--- src/rtl/mem_arbiter_if.sv ---
// ---------------------------------------------------------------------------
// mem_arbiter_if
// Bundles the three buses around the memory arbiter:
//   fetch side  : i_valid, i_addr            -> arbiter
//                 i_data_ok, i_data          <- arbiter
//   data side   : d_valid, d_addr, d_size,
//                 d_strobe, d_wdata          -> arbiter
//                 d_data_ok, d_rdata         <- arbiter
//   memory side : m_valid, m_addr, m_size,
//                 m_strobe, m_wdata          <- arbiter
//                 m_data_ok, m_rdata         -> arbiter
// Modport slave is the arbiter's view; master is the surrounding system
// (pipeline requesters plus downstream memory).
// ---------------------------------------------------------------------------
interface mem_arbiter_if #(
    parameter int AW = 64
);
    logic          i_valid;
    logic [AW-1:0] i_addr;
    logic          i_data_ok;
    logic [31:0]   i_data;

    logic          d_valid;
    logic [AW-1:0] d_addr;
    logic [2:0]    d_size;
    logic [7:0]    d_strobe;
    logic [63:0]   d_wdata;
    logic          d_data_ok;
    logic [63:0]   d_rdata;

    logic          m_valid;
    logic [AW-1:0] m_addr;
    logic [2:0]    m_size;
    logic [7:0]    m_strobe;
    logic [63:0]   m_wdata;
    logic          m_data_ok;
    logic [63:0]   m_rdata;

    modport slave (
        input  i_valid, i_addr,
        output i_data_ok, i_data,
        input  d_valid, d_addr, d_size, d_strobe, d_wdata,
        output d_data_ok, d_rdata,
        output m_valid, m_addr, m_size, m_strobe, m_wdata,
        input  m_data_ok, m_rdata
    );

    modport master (
        output i_valid, i_addr,
        input  i_data_ok, i_data,
        output d_valid, d_addr, d_size, d_strobe, d_wdata,
        input  d_data_ok, d_rdata,
        input  m_valid, m_addr, m_size, m_strobe, m_wdata,
        output m_data_ok, m_rdata
    );
endinterface

--- src/rtl/mem_arbiter.sv ---
// ---------------------------------------------------------------------------
// mem_arbiter
// Shares one downstream memory port between instruction fetch and
// load/store. Data requests win by default; a streak counter forces a
// waiting fetch through after MAX_D_STREAK consecutive data grants.
// Responses are steered combinationally to the owner of the in-flight
// transaction in the same cycle as m_data_ok.
// Ports:
//   clk    - clock, all state on rising edge
//   reset  - synchronous active-low reset
//   bus    - mem_arbiter_if.slave (fetch, data and memory buses)
// Parameters:
//   MAX_D_STREAK - data grants tolerated while a fetch waits (1..15)
//   AW           - address width
// ---------------------------------------------------------------------------
module mem_arbiter #(
    parameter int MAX_D_STREAK = 4,
    parameter int AW           = 64
) (
    input  logic           clk,
    input  logic           reset,
    mem_arbiter_if.slave   bus
);
    localparam logic [1:0] ST_IDLE   = 2'd0;
    localparam logic [1:0] ST_BUSY_I = 2'd1;
    localparam logic [1:0] ST_BUSY_D = 2'd2;

    localparam logic [3:0] STREAK_MAX = 4'(MAX_D_STREAK);

    logic [1:0]    r_state;
    logic [3:0]    r_streak;
    logic          r_sel_hi;
    logic          r_m_valid;
    logic [AW-1:0] r_m_addr;
    logic [2:0]    r_m_size;
    logic [7:0]    r_m_strobe;
    logic [63:0]   r_m_wdata;

    logic          w_done;
    logic          w_decide;
    logic          w_cand_i;
    logic          w_cand_d;
    logic          w_grant_i;
    logic          w_grant_d;
    logic [3:0]    w_streak_next;
    logic [31:0]   w_i_data;

    // A busy state only re-arbitrates on its completion cycle. The owner's
    // valid still shows the request being retired, so it is not a candidate.
    assign w_done    = (r_state != ST_IDLE) && bus.m_data_ok;
    assign w_decide  = (r_state == ST_IDLE) || w_done;
    assign w_cand_i  = bus.i_valid && (r_state != ST_BUSY_I);
    assign w_cand_d  = bus.d_valid && (r_state != ST_BUSY_D);

    assign w_grant_i = w_decide && w_cand_i &&
                       (!w_cand_d || (r_streak == STREAK_MAX));
    assign w_grant_d = w_decide && w_cand_d && !w_grant_i;

    // The streak only grows while a fetch is pending; a data grant with no
    // fetch pending means nobody is being starved, so it restarts.
    always_comb begin
        w_streak_next = r_streak;
        if (w_grant_i) begin
            w_streak_next = 4'd0;
        end else if (w_grant_d) begin
            if (!bus.i_valid) begin
                w_streak_next = 4'd0;
            end else if (r_streak < STREAK_MAX) begin
                w_streak_next = r_streak + 4'd1;
            end
        end
    end

    always_ff @(posedge clk) begin
        if (!reset) begin
            r_state    <= ST_IDLE;
            r_streak   <= 4'd0;
            r_sel_hi   <= 1'b0;
            r_m_valid  <= 1'b0;
            r_m_addr   <= '0;
            r_m_size   <= 3'd0;
            r_m_strobe <= 8'd0;
            r_m_wdata  <= 64'd0;
        end else begin
            r_streak <= w_streak_next;
            if (w_grant_i) begin
                r_state    <= ST_BUSY_I;
                r_m_valid  <= 1'b1;
                r_m_addr   <= bus.i_addr;
                r_m_size   <= 3'b010;
                r_m_strobe <= 8'd0;
                r_m_wdata  <= 64'd0;
                r_sel_hi   <= bus.i_addr[2];
            end else if (w_grant_d) begin
                r_state    <= ST_BUSY_D;
                r_m_valid  <= 1'b1;
                r_m_addr   <= bus.d_addr;
                r_m_size   <= bus.d_size;
                r_m_strobe <= bus.d_strobe;
                r_m_wdata  <= bus.d_wdata;
            end else if (w_done) begin
                r_state   <= ST_IDLE;
                r_m_valid <= 1'b0;
            end
        end
    end

    // Fetch word selection: the 32-bit instruction comes from the half of
    // the 64-bit beat picked by address bit 2 captured at grant time.
    for (genvar gi = 0; gi < 4; gi++) begin : g_ilane
        assign w_i_data[gi*8 +: 8] = r_sel_hi ? bus.m_rdata[32 + gi*8 +: 8]
                                              : bus.m_rdata[gi*8 +: 8];
    end

    // Strobes are gated by the requester's current valid so a flushed
    // request completes downstream silently.
    assign bus.i_data_ok = (r_state == ST_BUSY_I) && bus.m_data_ok && bus.i_valid;
    assign bus.i_data    = w_i_data;
    assign bus.d_data_ok = (r_state == ST_BUSY_D) && bus.m_data_ok && bus.d_valid;
    assign bus.d_rdata   = bus.m_rdata;

    assign bus.m_valid   = r_m_valid;
    assign bus.m_addr    = r_m_addr;
    assign bus.m_size    = r_m_size;
    assign bus.m_strobe  = r_m_strobe;
    assign bus.m_wdata   = r_m_wdata;
endmodule

--- src/flat_wrapper.sv ---
// flat-port wrapper written by rule: the top's interface ports become plain ports
module mem_arbiter_flat 
#(
    parameter int MAX_D_STREAK = 4,
    parameter int AW           = 64
)
  (clk, reset, bus_i_valid, bus_i_addr, bus_i_data_ok, bus_i_data, bus_d_valid, bus_d_addr, bus_d_size, bus_d_strobe, bus_d_wdata, bus_d_data_ok, bus_d_rdata, bus_m_valid, bus_m_addr, bus_m_size, bus_m_strobe, bus_m_wdata, bus_m_data_ok, bus_m_rdata);
  mem_arbiter_if #(.AW(AW)) bus_i ();
  input  logic clk;
  input  logic reset;
  input wire logic [$bits(bus_i.i_valid)-1:0] bus_i_valid;
  input wire logic [$bits(bus_i.i_addr)-1:0] bus_i_addr;
  output wire logic [$bits(bus_i.i_data_ok)-1:0] bus_i_data_ok;
  output wire logic [$bits(bus_i.i_data)-1:0] bus_i_data;
  input wire logic [$bits(bus_i.d_valid)-1:0] bus_d_valid;
  input wire logic [$bits(bus_i.d_addr)-1:0] bus_d_addr;
  input wire logic [$bits(bus_i.d_size)-1:0] bus_d_size;
  input wire logic [$bits(bus_i.d_strobe)-1:0] bus_d_strobe;
  input wire logic [$bits(bus_i.d_wdata)-1:0] bus_d_wdata;
  output wire logic [$bits(bus_i.d_data_ok)-1:0] bus_d_data_ok;
  output wire logic [$bits(bus_i.d_rdata)-1:0] bus_d_rdata;
  output wire logic [$bits(bus_i.m_valid)-1:0] bus_m_valid;
  output wire logic [$bits(bus_i.m_addr)-1:0] bus_m_addr;
  output wire logic [$bits(bus_i.m_size)-1:0] bus_m_size;
  output wire logic [$bits(bus_i.m_strobe)-1:0] bus_m_strobe;
  output wire logic [$bits(bus_i.m_wdata)-1:0] bus_m_wdata;
  input wire logic [$bits(bus_i.m_data_ok)-1:0] bus_m_data_ok;
  input wire logic [$bits(bus_i.m_rdata)-1:0] bus_m_rdata;
  assign bus_i.i_valid = bus_i_valid;
  assign bus_i.i_addr = bus_i_addr;
  assign bus_i_data_ok = bus_i.i_data_ok;
  assign bus_i_data = bus_i.i_data;
  assign bus_i.d_valid = bus_d_valid;
  assign bus_i.d_addr = bus_d_addr;
  assign bus_i.d_size = bus_d_size;
  assign bus_i.d_strobe = bus_d_strobe;
  assign bus_i.d_wdata = bus_d_wdata;
  assign bus_d_data_ok = bus_i.d_data_ok;
  assign bus_d_rdata = bus_i.d_rdata;
  assign bus_m_valid = bus_i.m_valid;
  assign bus_m_addr = bus_i.m_addr;
  assign bus_m_size = bus_i.m_size;
  assign bus_m_strobe = bus_i.m_strobe;
  assign bus_m_wdata = bus_i.m_wdata;
  assign bus_i.m_data_ok = bus_m_data_ok;
  assign bus_i.m_rdata = bus_m_rdata;
  mem_arbiter #(.MAX_D_STREAK(MAX_D_STREAK), .AW(AW)) u_core (.clk(clk), .reset(reset), .bus(bus_i));
endmodule
--- config.mk ---
export PLATFORM = sky130hd
export DESIGN_NAME = mem_arbiter_flat
export DESIGN_NICKNAME = d
export VERILOG_FILES = /design/src/rtl/mem_arbiter_if.sv /design/src/rtl/mem_arbiter.sv /design/src/flat_wrapper.sv
export SDC_FILE = /design/constraint.sdc
export NUM_CORES = 1
export LEC_CHECK = 0
export ABC_AREA = 1
export CAP_MARGIN = 20
export CORE_AREA = 2 2 200 202
export CTS_CLUSTER_DIAMETER = 80
export CTS_CLUSTER_SIZE = 24
export DETAILED_ROUTE_END_ITERATION = 7
export DIE_AREA = 0 0 202 204
export HOLD_SLACK_MARGIN = 0.06
export SKIP_LAST_GASP = 1
export SLEW_MARGIN = 20
export SYNTH_ARGS = -nofsm -noshare
export SYNTH_HDL_FRONTEND = slang
export SYNTH_SLANG_ARGS = --single-unit
export TNS_END_PERCENT = 10
--- constraint.sdc ---
create_clock -name clk -period 2.2 [get_ports clk]
set_input_delay 0.33 -clock clk [delete_from_list [all_inputs] [get_ports clk]]
set_output_delay 0.33 -clock clk [all_outputs]
set_load 0.01 [all_outputs]
# After elaboration in Yosys (flattened, before gate mapping)
# Index checks and enable logic that the tools add are counted.
# word_totals
out_inout_bits	238
regBits	147
# classes
mux	16
n_reduce_logical	22
eq_ne	6
bitwise	1
order_cmp	1
n_addsub	1
# op_table
cell	n
two-way mux 64 bit	2
two-way mux 8 bit	4
logical AND 1 bit	11
two-way mux 2 bit	4
two-way mux 4 bit	2
nonzero test 2 bit	3
adder 4 x 1 -> 4 bit (second input constant)	1
== test 4 x 3 -> 1 bit (second input constant)	1
< comparator 4 x 3 -> 1 bit (second input constant)	1
two-way mux 1 bit	4
!= test 2 x 1 -> 1 bit (second input constant)	2
nonzero test 3 bit	1
== test 2 x 1 -> 1 bit (second input constant)	1
== test 2 bit (second input constant)	1
zero test 1 bit	2
zero test 2 bit	1
logical OR 1 bit	2
!= test 2 bit (second input constant)	1
AND reduction 2 bit	1
OR reduction 2 bit	1
NOT 1 bit	1

# Depth between registers and ports, before layout
# Gate-level depths: netlist of run 1.
# depth
ltp_word	9
mapped_depth	12
ltp_nobuf	10

# Worst setup path before layout of run 1
# Ideal clock, no wire load.
# synth_timing
path_kind	reg2reg
startpoint	reg u_core.r_streak[0]
endpoint	reg u_core.r_m_valid (netlist: u_core.bus.m_valid)
synth_period_minus_slack_ns	1.565
stages_incl_launch_ff	12
arrival_time_ns	1.449
path_slack_ns	0.635
setup_ns	0.115
path_cell_list	dfxtp_1 -> inv_1 -> ha_1 -> nand3_1 -> nand3_1 -> nand2_1 -> buf_4 -> nand2_1 -> buf_4 -> buf_4 -> o21ai_0 -> inv_1
# synth_via
elab_chain_len	7
# synth_rtl
item	line_no	source
start, declared	mem_arbiter.sv:31	logic [3:0] r_streak;
start signal, assigned	mem_arbiter.sv:85	r_streak <= w_streak_next;
== test 4 x 3 -> 1 bit *	mem_arbiter.sv:56	(!w_cand_d || (r_streak == STREAK_MAX));
logical OR 1 bit *	mem_arbiter.sv:56	
logical AND 1 bit *	mem_arbiter.sv:55	assign w_grant_i = w_decide && w_cand_i &&
zero test 1 bit	mem_arbiter.sv:57	assign w_grant_d = w_decide && w_cand_d && !w_grant_i;
logical AND 1 bit	mem_arbiter.sv:57	
two-way mux 1 bit	mem_arbiter.sv:94	end else if (w_grant_d) begin
two-way mux 1 bit	mem_arbiter.sv:86	if (w_grant_i) begin
end signal, assigned	mem_arbiter.sv:88	r_m_valid <= 1'b1;
end signal, assigned	mem_arbiter.sv:96	r_m_valid <= 1'b1;
end signal, assigned	mem_arbiter.sv:103	r_m_valid <= 1'b0;
end, declared	mem_arbiter.sv:33	logic r_m_valid;
# Every way passes the cells marked *; elsewhere a longest branch is shown, timed or not.
# A chain may end at the register's enable or synchronous reset.

# Final worst setup path of run 1
# layout_timing
startpoint	reg u_core.r_sel_hi
endpoint	out bus_i_data[20]
# layout_via
elab_chain_len	1
# layout_rtl
item	line_no	source
start, declared	mem_arbiter.sv:32	logic r_sel_hi;
start signal, assigned	mem_arbiter.sv:93	r_sel_hi <= bus.i_addr[2];
two-way mux 8 bit	mem_arbiter.sv:111	assign w_i_data[gi*8 +: 8] = r_sel_hi ? bus.m_rdata[32 + gi*8 +: 8]
end, declared	flat_wrapper.sv:14	output wire logic [$bits(bus_i.i_data)-1:0] bus_i_data;
# Every way passes these cells.

==> run_results.csv, run 1 <==
group,metric,value,unit
timing,hold_viol,0,
placed_design,hpwl,26.7,mm
global_routing,gr-total-overflow,0,
die,dieArea,41200,µm²
timing,min_period,2.13,ns
setup_path,crit_start,"u_core.r_sel_hi$_SDFFE_PN0N_",
timing,relSlewSlack,0.672,
setup_path,end_kind,"output port",
placed_design,place_area,13200,µm²
clocking,clk_latency,0.44,ns
outcome,status,"finished, final reports clean",
drt,wirelength,34.9,mm
synthesis,synthXorXnorAreaFrac,0,
clocking,cts.sinks,147,
timing,clock_skew,0.00805,ns
power,p_per_area,649,nW/µm²
placed_design,place.gp.congestion,0.849,
synthesis,synth_nets,1530,
cells_and_area,final_nets,1938,
cells_and_area,fin_area,13800,µm²
synthesis,synth_compound_gate_area_share,0.0542,
global_routing,grt_pass1_wl,51.0,mm
power,swShare,0.302,
drt,drtAntennaViolNets,0,
die,die_h,204,µm
power,p_switching,2.70,mW
drt,wl_per_cell,15.8,µm
power,p_clk_frac,0.346,
global_routing,grt_usage,0.163,
cells_and_area,layout_commonest_cell,"clkdlybuf4s50_1",
synthesis,syn_avg_cell_area,6.31,µm²
synthesis,synth-adder-area-share,0.00316,
clocking,post_cts_buffers,0,
synthesis,yosysWarnings,0,
power,leakage,6.17,nW
clocking,path_clk_slew,0.06,ns
die,start_util,0.202,
timing,grt_setup_unrepaired,"yes",
clocking,cts-htree-levels,4,
flow_run,cap_viol_max_count,0,
power,power_frac_comb,0.316,
die,die_x,202,µm
die,io_pins,510,
drt,firstDrtPassIters,6,
drt,drt_iter0_markers,383,
placed_design,dp_cells,2169,
power,internal-power,6.26,mW
setup_path,worst_setup_path_start_kind,"flop",
timing,fmax,469,MHz
synthesis,netlist_instances,1256,
drt,route.detailed.drc,0,
cells_and_area,layout-drive-gt1-share,0.0453,
synthesis,synth_seq_cells,147,
setup_path,worstReg2RegStart,"u_core.r_streak[0]$_SDFFE_PP0P_",
synthesis,synth-simple-area-share,0.358,
synthesis,synth_top_family_by_area,"simple AND/OR/NAND/NOR gates",
timing,period_share,0.969,
power,seqPwrFrac,0.338,
setup_path,required,1.87,ns
global_routing,grt_max_degree,78,
drt,num_vias,9256,
setup_path,cp_data_arrival_time,1.80,ns
die,coreArea,39200,µm²
synthesis,syn_area,7930,µm²
setup_path,cp_max_fo,16,
global_routing,first_global_vias,9012,
hold_path,hold_class,"primary input to flop",
synthesis,synthMuxAreaShare,0,
cells_and_area,most-common-layout-cells,"508 x clkdlybuf4s50_1, 376 x nand2_1, 266 x nand3_1",
cells_and_area,fin_cells,2205,
clocking,cts_root_buf,"clkbuf_16",
timing,drv_slew,0,
power,vdd.ir_drop.worst,0.406,mV
cells_and_area,syn2layout_area_growth,74.4,%
clocking,cts_tree,"built",
global_routing,antenna_found_initial,5,
timing,setup_viol,0,
die,core.rowCount,73,
synthesis,yosysSeqAreaShare,0.371,
timing,tightest_slew,0.492,ns
synthesis,synthDistinctLibCells,23,
setup_path,crit_type,"flop to output port",
clocking,cts_buffer_depth,2,
drt,vias_per_cell,4.20,
hold_path,hold_start,"reset",
clocking,cts_buffers,17,
placed_design,port_buffers,509,
[kinds of logic (layout without fill, tap and decap cells)]
logic type,Yosys count,count (layout)
AO/OA/AOI/OAI,85,85
adder cells (fa/ha/maj),2,2
buffers and inverters,360,781
flip-flops,147,147
other,0,3
AND/OR/NAND/NOR,662,662
[worst paths after layout]
check / end / slack (ns) / cells past startpoint
worst min-delay path: u_core.bus.m_addr[2]$_SDFFE_PN0P_ / 0.18 / 3
worst max register to register: u_core.bus.m_addr[16]$_SDFFE_PN0P_ / 0.30 / 11
worst min register to register: u_core.bus.m_strobe[1]$_SDFFE_PP0P_ / 0.46 / 2
worst max-delay path: bus_i_data[20] / 0.07 / 5
[what timing repair did]
item,4_1_cts,5_1_grt
hold buffers,0,0
cloned,0,1
setup endpoints to repair,3,7
gates resized for setup,1,3
[final cells by class]
cell class | count | area (µm²)
sequential | 147 | 2940
fill | 4090 | 25400
clock inverter | 13 | 184
timing repair buffer | 543 | 5500
antenna | 3 | 7.51
inverter | 206 | 773
clock buffer | 19 | 433
tap | 525 | 657
multi-input combinational | 749 | 3320
[sequential cells by signal, summed over array words and instances (netlist names)]
register,flops
u_core.bus.m_strobe,8
u_core.r_state,2
u_core.r_sel_hi,1
u_core.bus.m_addr,64
u_core.bus.m_valid,1
u_core.bus.m_wdata,64
u_core.r_streak,4
u_core.bus.m_size,3
[synth_stat cells]
library cell	number	area, µm²
buf_1	9	33.8
nand3_1	267	1340
clkinv_1	36	135
buf_2	42	210
o21ai_1	1	5.00
nor2_4	1	11.3
nor2_1	10	37.5
buf_4	74	556
o21a_1	1	7.51
o21ai_0	3	15.0
o22ai_1	1	6.26
inv_1	167	627
dfxtp_1	147	2940
inv_2	3	11.3
nand2_1	379	1420
nand2_2	1	6.26
buf_6	1	11.3
clkbuf_1	28	105
nor3_1	1	5.00
nand3b_1	1	7.51
nand4_1	2	12.5
ha_1	2	25.0
a21oi_1	79	395
[routing by layer]
metal  GRT usage  part of all wire
met5           0           0.00037
met4      0.0780             0.040
met3      0.0381             0.057
met2       0.298              0.51
met1       0.177              0.39
[critical path, cell delays in order, from the launching register on]
cell             delay [ns]
dfxtp_1                0.34
inv_2                  0.13
buf_12                 0.16
nand2_1                0.06
nand2_1                0.10
clkdlybuf4s50_1        0.56
[per-stage QoR]
step,TNS [ns],power (mW),util,hold WS (ns),worst slack (ns)
4_1_cts,0,9.11,0.352,0.137,0.0159
6_report,0,8.97,0.353,0.183,0.0693
3_3_place_gp,0,5.91,0.336,0.449,0.00643
5_1_grt,-0.0242,9.46,0.353,0.161,-0.0150
2_1_floorplan,0,4.39,-,0.429,0.635
3_5_place_dp,-0.333,5.93,0.336,0.448,-0.0494
[power groups by stage]
| stage | Combinational, mW | Clock [mW] | Sequential (mW) |
|---|---|---|---|
| global placement | 2.83 | 0 | 3.08 |
| finish | 2.84 | 3.10 | 3.03 |
| CTS | 2.86 | 3.22 | 3.03 |
| detailed placement | 2.84 | 0 | 3.08 |
| floorplan | 1.20 | 0 | 3.19 |
| global route | 3.09 | 3.31 | 3.06 |
(Power assumes the default switching activity.)
==> run 2, diff against run 1 <==
PLACE_DENSITY_LB_ADDON = 0.1   (was not set)
==> run 2 against run 1 <==
Non-clock buffer count up 6; first-iteration DRC count down 20%; largest cell class unchanged; worst setup slack worse by 0.0086 ns; sequential power about the same; global-route usage up 1.1 points; clock skew up 0.0012 ns; sequential cell count unchanged; combinational power up 1%; clock-buffer cell count unchanged.
==> run_results.csv, run 2 (synthesized netlist as in run 1, its figures left out) <==
group,metric,value,unit
setup_path,cpMostUsedCell,"nand2_1",
die,io_pins,510,
clocking,clk_latency,0.44,ns
timing,tightest_slew,0.330,ns
die,start_util,0.202,
clocking,cts_buffer_depth,2,
cells_and_area,syn2layout_area_growth,75.6,%
setup_path,worst_setup_path_start_kind,"flop",
clocking,cts_buffers,17,
clocking,cts_root_buf,"clkbuf_16",
power,power_frac_comb,0.322,
hold_path,hold_start,"reset",
power,internal-power,6.22,mW
timing,grt_setup_unrepaired,"yes",
power,seqPwrFrac,0.338,
power,p_per_area,644,nW/µm²
timing,fmax,467,MHz
drt,vias_per_cell,4.09,
setup_path,worstReg2RegStart,"u_core.r_streak[0]$_SDFFE_PP0P_",
cells_and_area,layout_commonest_cell,"clkdlybuf4s50_1",
power,p_switching,2.75,mW
global_routing,grt_usage,0.174,
clocking,cts_tree,"built",
drt,num_vias,9049,
die,die_x,202,µm
hold_path,hold_class,"primary input to flop",
global_routing,first_global_vias,9000,
cells_and_area,fin_area,13900,µm²
power,vdd.ir_drop.worst,0.375,mV
setup_path,path_cells,"inv_1 > buf_12 > nand2_1 > nand2_1 > clkdlybuf4s50_1",
hold_path,min_to,"u_core.bus.m_addr[2]$_SDFFE_PN0P_",
outcome,status,"finished, final reports clean",
setup_path,cp_data_arrival_time,1.81,ns
die,dieArea,41200,µm²
setup_path,reg2reg_to,"u_core.bus.m_wdata[22]$_SDFFE_PP0P_",
setup_path,end_kind,"output port",
timing,hold_viol,0,
setup_path,cp_max_fo,27,
setup_path,rr_worst_depth,10,
drt,drt_iter0_markers,305,
setup_path,regToRegSetupSlack,0.41,ns
drt,route.detailed.drc,0,
placed_design,hpwl,28.1,mm
timing,setup_viol,0,
timing,clock_skew,0.00921,ns
cells_and_area,final_nets,1944,
cells_and_area,layout-drive-gt1-share,0.0487,
global_routing,gr-total-overflow,0,
timing,period_share,0.972,
flow_run,cap_viol_max_count,0,
drt,drtAntennaViolNets,0,
cells_and_area,most-common-layout-cells,"506 x clkdlybuf4s50_1, 376 x nand2_1, 266 x nand3_1",
timing,relSlewSlack,0.778,
clocking,post_cts_buffers,0,
placed_design,place.gp.congestion,0.792,
global_routing,grt_pass1_wl,54.5,mm
timing,drv_slew,0,
global_routing,grt_max_degree,66,
timing,min_period,2.14,ns
drt,firstDrtPassIters,4,
setup_path,crit_type,"flop to output port",
clocking,cts-htree-levels,4,
setup_path,required,1.87,ns
die,die_h,204,µm
clocking,path_clk_slew,0.06,ns
placed_design,port_buffers,509,
setup_path,cp_slowest_cell,"clkdlybuf4s50_1",
die,core.rowCount,73,
power,leakage,6.23,nW
setup_path,worst_path_largest_cell_delay,0.55,ns
die,coreArea,39200,µm²
power,p_clk_frac,0.341,
power,swShare,0.306,
clocking,cts_hold_buf,0,
cells_and_area,utilization,0.355,
drt,wl_per_cell,16.6,µm
clocking,cts.sinks,147,
placed_design,place_area,13300,µm²
drt,wirelength,36.8,mm
global_routing,antenna_found_initial,4,
hold_path,holdPathStages,3,
run 2: cell types whose count changed in the layout (fill, tap and decap cells not counted), sizes merged, moves of 2 or more:
| cell | before | now |
|---|---|---|
| clkinv | 41 | 43 |
| clkdlybuf4s50 | 508 | 506 |
| clkinvlp | 3 | 1 |
| buf | 34 | 41 |
run 2: worst max path at each step:
stage	start	endpoint	slack [ns]	cells after the start
6_report	u_core.r_sel_hi$_SDFFE_PN0N_	bus_i_data[29]	0.06	5
5_1_grt	u_core.r_sel_hi$_SDFFE_PN0N_	bus_i_data[28]	-0.06	5
4_1_cts	u_core.r_sel_hi$_SDFFE_PN0N_	bus_i_data[3]	-0.04	5
3_5_place_dp	bus_m_data_ok	u_core.bus.m_wdata[22]$_SDFFE_PP0P_	-0.02	9
3_3_place_gp	bus_m_data_ok	u_core.bus.m_wdata[21]$_SDFFE_PP0P_	0.03	9
2_1_floorplan	u_core.r_streak[0]$_SDFFE_PP0P_	u_core.bus.m_valid$_SDFFE_PN0P_	0.64	11
run 2: final cells by class:
cell class	count	area, µm²
timing repair buffer	549	5620
tap	525	657
sequential	147	2940
inverter	206	773
multi-input combinational	749	3320
fill	4204	25300
clock inverter	13	158
antenna	3	7.51
clock buffer	19	443
run 2: repair_timing:
action                     CTS  global route
pin swaps                    0             0
setup endpoints to repair    2            19
hold endpoints to repair     0             0
gates resized for setup      1             1
run 2: layer usage:
layer,global-route usage,share of wire
met1,0.186,0.38
met2,0.330,0.54
met3,0.0488,0.060
met4,0.0520,0.016
met5,0,0.00035
run 2: through the flow:
| step | power [mW] | setup TNS (ns) | setup WS [ns] | hold slack, ns | std cells |
|---|---|---|---|---|---|
| after floorplan | 4.39 | 0 | 0.635 | 0.429 | 1256 |
| after global placement | 6.02 | 0 | 0.0310 | 0.440 | 2176 |
| after detailed placement | 6.01 | -0.278 | -0.0238 | 0.440 | 2176 |
| after CTS | 9.16 | -0.0438 | -0.0438 | 0.184 | 2208 |
| after global routing | 9.50 | -0.390 | -0.0597 | 0.198 | 2211 |
| final | 8.96 | 0 | 0.0607 | 0.211 | 2211 |
run 2: power groups by stage:
stage          registers (mW)  clock network, mW  logic (mW)
2_1_floorplan            3.19                  0        1.20
3_3_place_gp             3.08                  0        2.94
3_5_place_dp             3.09                  0        2.93
4_1_cts                  3.03               3.19        2.95
5_1_grt                  3.06               3.28        3.16
6_report                 3.03               3.05        2.88
run 2: worst max-delay path, delay by kind of cell, from the launching register on:
family	cells	cell delay [ns]
buffers and inverters	3	0.87
flip-flops	1	0.34
AND/OR/NAND/NOR	2	0.17
==> run 3, diff against run 2 <==
GPL_ROUTABILITY_DRIVEN = 0   (was not set)
==> results of run 3 <==
No change in the layout: final DEF, timing and power equal those of run 2.
